==> config.mk <==
export PLATFORM = sky130hd
export DESIGN_NAME = eng_outbuf
export DESIGN_NICKNAME = d
export VERILOG_FILES = /design/src/rtl/eng_outbuf.sv
export SDC_FILE = /design/constraint.sdc
export NUM_CORES = 2
export LEC_CHECK = 0
export BUFFER_PORTS_ARGS = -buffer_cell sky130_fd_sc_hd__buf_4
export CORE_MARGIN = 5
export CORE_UTILIZATION = 54
export DETAILED_ROUTE_END_ITERATION = 7
export MAX_ROUTING_LAYER = met4
export PLACE_DENSITY = 0.83
export SETUP_SLACK_MARGIN = 0.1
export SLEW_MARGIN = 30
export SYNTH_ARGS = -nofsm -noshare
export SYNTH_HDL_FRONTEND = slang
export SYNTH_SLANG_ARGS = --single-unit
==> constraint.sdc <==
create_clock -name clk_i -period 28.8 [get_ports clk_i]
set_input_delay 0 -clock clk_i [delete_from_list [all_inputs] [get_ports clk_i]]
set_output_delay 0 -clock clk_i [all_outputs]
set_load 0.005 [all_outputs]
==> src/rtl/eng_outbuf.sv <==
// Output buffer behind the encoding engine: stores whole parity groups in a flop FIFO
// and streams them out one packet per beat on a valid/ready interface.
module eng_outbuf #(
    parameter int unsigned PacketLength       = 32,
    parameter int unsigned W                  = 8,
    parameter int unsigned PckTreeXorUnitsNum = 2,
    parameter int unsigned OutbufDepth        = 4,
    localparam int unsigned CntW              = $clog2(OutbufDepth + 1)
) (
    input  logic                                                  clk_i,
    input  logic                                                  rst_i,
    input  logic                                                  cntl_outbuf_clr_i,
    input  logic [0:W-1][0:PckTreeXorUnitsNum-1][PacketLength-1:0] eng_outbuf_dout_reg_i,
    input  logic                                                  eng_outbuf_wr_req_i,
    output logic                                                  outbuf_eng_wr_ack_o,
    output logic                                                  outbuf_eng_full_o,
    output logic [PacketLength-1:0]                               outbuf_dout_o,
    output logic                                                  outbuf_dout_val_o,
    output logic                                                  outbuf_dout_last_o,
    input  logic                                                  outbuf_dout_rdy_i,
    output logic                                                  outbuf_cntl_empty_o,
    output logic [CntW-1:0]                                       outbuf_cntl_cnt_o
);

    localparam int unsigned PtrW  = (OutbufDepth > 1) ? $clog2(OutbufDepth) : 1;
    localparam int unsigned BitW  = (W > 1) ? $clog2(W) : 1;
    localparam int unsigned UnitW = (PckTreeXorUnitsNum > 1) ? $clog2(PckTreeXorUnitsNum) : 1;

    typedef logic [0:W-1][0:PckTreeXorUnitsNum-1][PacketLength-1:0] group_t;

    group_t            mem_q [OutbufDepth];
    logic [PtrW-1:0]   wr_ptr_q, wr_ptr_d;
    logic [PtrW-1:0]   rd_ptr_q, rd_ptr_d;
    logic [CntW-1:0]   cnt_q, cnt_d;
    logic [BitW-1:0]   bit_idx_q, bit_idx_d;
    logic [UnitW-1:0]  unit_idx_q, unit_idx_d;

    logic full, empty, ack, xfer, last, pop;

    // Pointers wrap at OutbufDepth, which need not be a power of two.
    function automatic logic [PtrW-1:0] ptr_inc(input logic [PtrW-1:0] p);
        return (p == PtrW'(OutbufDepth - 1)) ? '0 : p + PtrW'(1);
    endfunction

    assign full  = (cnt_q == CntW'(OutbufDepth));
    assign empty = (cnt_q == '0);
    assign ack   = eng_outbuf_wr_req_i & ~full & ~cntl_outbuf_clr_i & ~rst_i;
    assign last  = ~empty & (unit_idx_q == UnitW'(PckTreeXorUnitsNum - 1))
                          & (bit_idx_q == BitW'(W - 1));
    assign xfer  = ~empty & outbuf_dout_rdy_i;
    assign pop   = xfer & last;

    assign outbuf_eng_wr_ack_o  = ack;
    assign outbuf_eng_full_o    = full;
    assign outbuf_cntl_empty_o  = empty;
    assign outbuf_cntl_cnt_o    = cnt_q;
    assign outbuf_dout_val_o    = ~empty;
    assign outbuf_dout_last_o   = last;
    assign outbuf_dout_o        = empty ? '0 : mem_q[rd_ptr_q][bit_idx_q][unit_idx_q];

    always_comb begin
        wr_ptr_d   = wr_ptr_q;
        rd_ptr_d   = rd_ptr_q;
        cnt_d      = cnt_q;
        bit_idx_d  = bit_idx_q;
        unit_idx_d = unit_idx_q;
        if (cntl_outbuf_clr_i) begin
            wr_ptr_d   = '0;
            rd_ptr_d   = '0;
            cnt_d      = '0;
            bit_idx_d  = '0;
            unit_idx_d = '0;
        end else begin
            if (ack) begin
                wr_ptr_d = ptr_inc(wr_ptr_q);
            end
            if (xfer) begin
                if (last) begin
                    bit_idx_d  = '0;
                    unit_idx_d = '0;
                    rd_ptr_d   = ptr_inc(rd_ptr_q);
                end else if (bit_idx_q == BitW'(W - 1)) begin
                    bit_idx_d  = '0;
                    unit_idx_d = unit_idx_q + UnitW'(1);
                end else begin
                    bit_idx_d  = bit_idx_q + BitW'(1);
                end
            end
            case ({ack, pop})
                2'b10:   cnt_d = cnt_q + CntW'(1);
                2'b01:   cnt_d = cnt_q - CntW'(1);
                default: cnt_d = cnt_q;
            endcase
        end
    end

    always_ff @(posedge clk_i) begin
        if (rst_i) begin
            wr_ptr_q   <= '0;
            rd_ptr_q   <= '0;
            cnt_q      <= '0;
            bit_idx_q  <= '0;
            unit_idx_q <= '0;
        end else begin
            wr_ptr_q   <= wr_ptr_d;
            rd_ptr_q   <= rd_ptr_d;
            cnt_q      <= cnt_d;
            bit_idx_q  <= bit_idx_d;
            unit_idx_q <= unit_idx_d;
        end
    end

    // Storage is deliberately left out of reset.
    always_ff @(posedge clk_i) begin
        if (ack) begin
            mem_q[wr_ptr_q] <= eng_outbuf_dout_reg_i;
        end
    end

endmodule

==> metrics.yaml <==
worst_setup_path:
  path_common_cell: "buf_4"
  path_cells: "buf_4, buf_4, buf_6, mux4_2, mux4_2, a22oi_1, o21ai_1, buf_4"
  critPathArrivalTime_ns: 6.10
  crit_type: "register to primary output"
  crit_required_ns: 28.80
  crit_family: "buffers and inverters"
  slowest_delay_ns: 0.82
  crit_buf_inv: 4
  crit_fanout: 48
  endpoint_kind: "primary output"
  cpMaxStageDelayCell: "dfxtp_4"
  start_kind: "register"
  regToRegStartpoint: "outbuf_cntl_cnt_o[0]"
final_layout:
  design_area_um2: 101700
  fin_nets: 5425
  stdcell_count: 7094
  syn2layout_area_growth_pct: 29.46
  drive_gt1_share_pct: 29.76
clocking:
  clkLatencyLatePin_ns: 0.88
  clock_path_buffers: 3
  tritoncts: "done"
  cts_resized: 0
  cts_made_buffers: 196
  cts_root_buf: "clkbuf_16"
  htree_levels: 4
  cts_setup_buffers: 0
  cts.sinks: 2061
  path_clk_slew_ns: 0.06
synth:
  yosysTopAreaCellShare_pct: 78.25
  netlist_area_um2: 78590
  synth_cell_types: 48
  syn_inst: 3225
  netlist_top_cells_area: "edfxtp_1 78%, mux4_2 17%, mux2i_1 0.98%"
  ys_ff_latch: 2061
  yosys_warnings: 0
  syn_area_per_cell_um2: 24.37
  synth-edff-count: 2048
  synth_async_sr_flop_share_pct: 0
  synth_largest_area_cell: "edfxtp_1"
  ys_seq_area_share_pct: 78.58
  yosysMostFrequentCell: "edfxtp_1"
  synth_commonest_cells: "2048 x edfxtp_1, 589 x mux4_2, 77 x mux2i_1"
  yosys_most_used_dff: "edfxtp_1"
  syn_nets: 3751
floorplanning:
  placementRows: 140
  die_area_um2: 153300
  die_h_um: 391.5
  die_w_um: 391.5
  start_util_pct: 54.12
  io_pins: 557
  core_area_um2: 145200
power_and_ir_drop:
  finalPower_w: 0.006181
  peakVddDrop_mv: 0.05713
  power_leakage_nw: 32.78
  power_density_nw_per_um2: 60.75
timing:
  slew_viol_final: 0
  max_slew_margin_pct: 31.18
  final.setup.tns_ns: 0
  hold_viol: 0
  fmax_mhz: 163.9
  worst_pin_slew_ns: 1.032
  hold_slack_ns: 0.01928
  grt_setup_unrepaired: "false"
  period_needed_ns: 6.101
  final.period_utilization_pct: 21.18
  finalSetupViolCount: 0
  fin_skew_ns: 0.04451
routing:
  antenna_left: 0
  avgRoutedWirePerCell_um: 32.92
  vias: 44110
  drtIter0Drc: 5792
  detail_route.first_pass.iterations: 8
  drc: 0
  vias_per_cell: 6.218
  wl_um: 233600
run_status:
  status: "finished clean"
global_routing:
  grt_max_degree: 145
  grt_pass1_vias: 45860
  antenna_found_initial: 99
  grt_pass1_wl_um: 326400
  grtUsageTotal_pct: 30.76
  overflow: 0
placement:
  gp_congestion: 0.7928
  dp_hpwl_um: 122100
  place_inst: 5589
  io_buffers: 556
  place_area_um2: 84900
job:
  drv_cap: 0
worst_hold_path:
  hp-start: "eng_outbuf_dout_reg_i[343]"
  worstHoldPathType: "input port to register"
==> sequential cells by signal, indices dropped and copies added (netlist names), named ones only <==
signal	cells
unit_idx_q	1
bit_idx_q	3
wr_ptr_q	2
mem_q	2048
outbuf_cntl_cnt_o	3
rd_ptr_q	2
==> power breakdown <==
part	total, W	internal [W]	switching [W]	leakage [nW]
Sequential	0.00334	0.00333	0.00000990	18.6
Combinational	0.000288	0.000165	0.000123	11.1
Clock	0.00255	0.00138	0.00118	3.02
Total	0.00618	0.00487	0.00131	32.8
==> path summary, 6_finish.rpt <==
path,to,cells past startpoint,slack (ns)
setup reg to reg,mem_q[3][368],8,23.64
hold reg to reg,register,2,0.52
hold / removal,mem_q[3][343],2,0.02
setup / recovery,outbuf_dout_o[30],8,22.70
==> worst reg2reg max path: cells and delay by family (launching register included) <==
kind                   cells  cell delay (ns)
DFF                        1             0.40
buffers and inverters      4             2.69
and+or+nand+nor            4             1.64
==> cells in the final DEF (no fill, tap or decap), drive strengths merged, types with 12 or more instances in the layout <==
cell | Yosys | final
bufinv | 0 | 12
nand2b | 12 | 12
mux4 | 589 | 589
nor2 | 43 | 43
clkbuf | 45 | 244
nand2 | 58 | 58
nand3 | 21 | 21
a21oi | 31 | 31
buf | 125 | 618
edfxtp | 2048 | 2048
dfxtp | 13 | 13
mux2i | 77 | 77
o21ai | 22 | 22
diode | 0 | 116
inv | 9 | 21
clkinv | 0 | 89
dlygate4sd3 | 0 | 1028
a22oi | 22 | 22
==> cells by family (layout without fill, tap and decap cells) <==
| family | after synthesis | after routing | synth area share, % |
|---|---|---|---|
| compound gates | 123 | 123 | 1.016 |
| xor+xnor | 3 | 3 | 0.03344 |
| flops | 2061 | 2061 | 78.58 |
| mux | 676 | 676 | 18.00 |
| simple gates | 174 | 174 | 1.024 |
| fa+ha+maj | 9 | 9 | 0.1528 |
| other cells | 0 | 116 | 0 |
| buf+inv | 179 | 2015 | 1.188 |
==> cell type report <==
class / instances / area, um^2
flip-flops and latches: 2061 / 61780
diodes: 116 / 290.3
inverters: 9 / 38.79
well taps: 1917 / 2399
fillers: 7972 / 43470
clock inverters: 116 / 1100
repair buffers: 1646 / 15100
clock buffers: 244 / 5106
multi-input cells: 985 / 15930
==> repair_timing <==
item | 4_1_cts | 5_1_grt
endpoints found under the setup margin | 0 | 0
endpoints found under the hold margin | 2061 | 1
hold buffers | 1027 | 1
==> stage by stage <==
| stage | setup slack, ns | utilization [%] |
|---|---|---|
| 6_report | 22.70 | 70.06 |
| 5_1_grt | 22.31 | 70.03 |
| 4_1_cts | 22.27 | 69.82 |
| 3_5_place_dp | 23.20 | 58.47 |
| 3_3_place_gp | 23.16 | 58.42 |
| 2_1_floorplan | 15.17 | - |
==> per-layer routing <==
layer	global-route usage [%]	wire length, um
met5	-	0
met2	49.96	119600
met4	13.23	11580
met1	37.97	78410
met3	6.717	23930
Note: power is estimated with default switching activity, not from simulation.
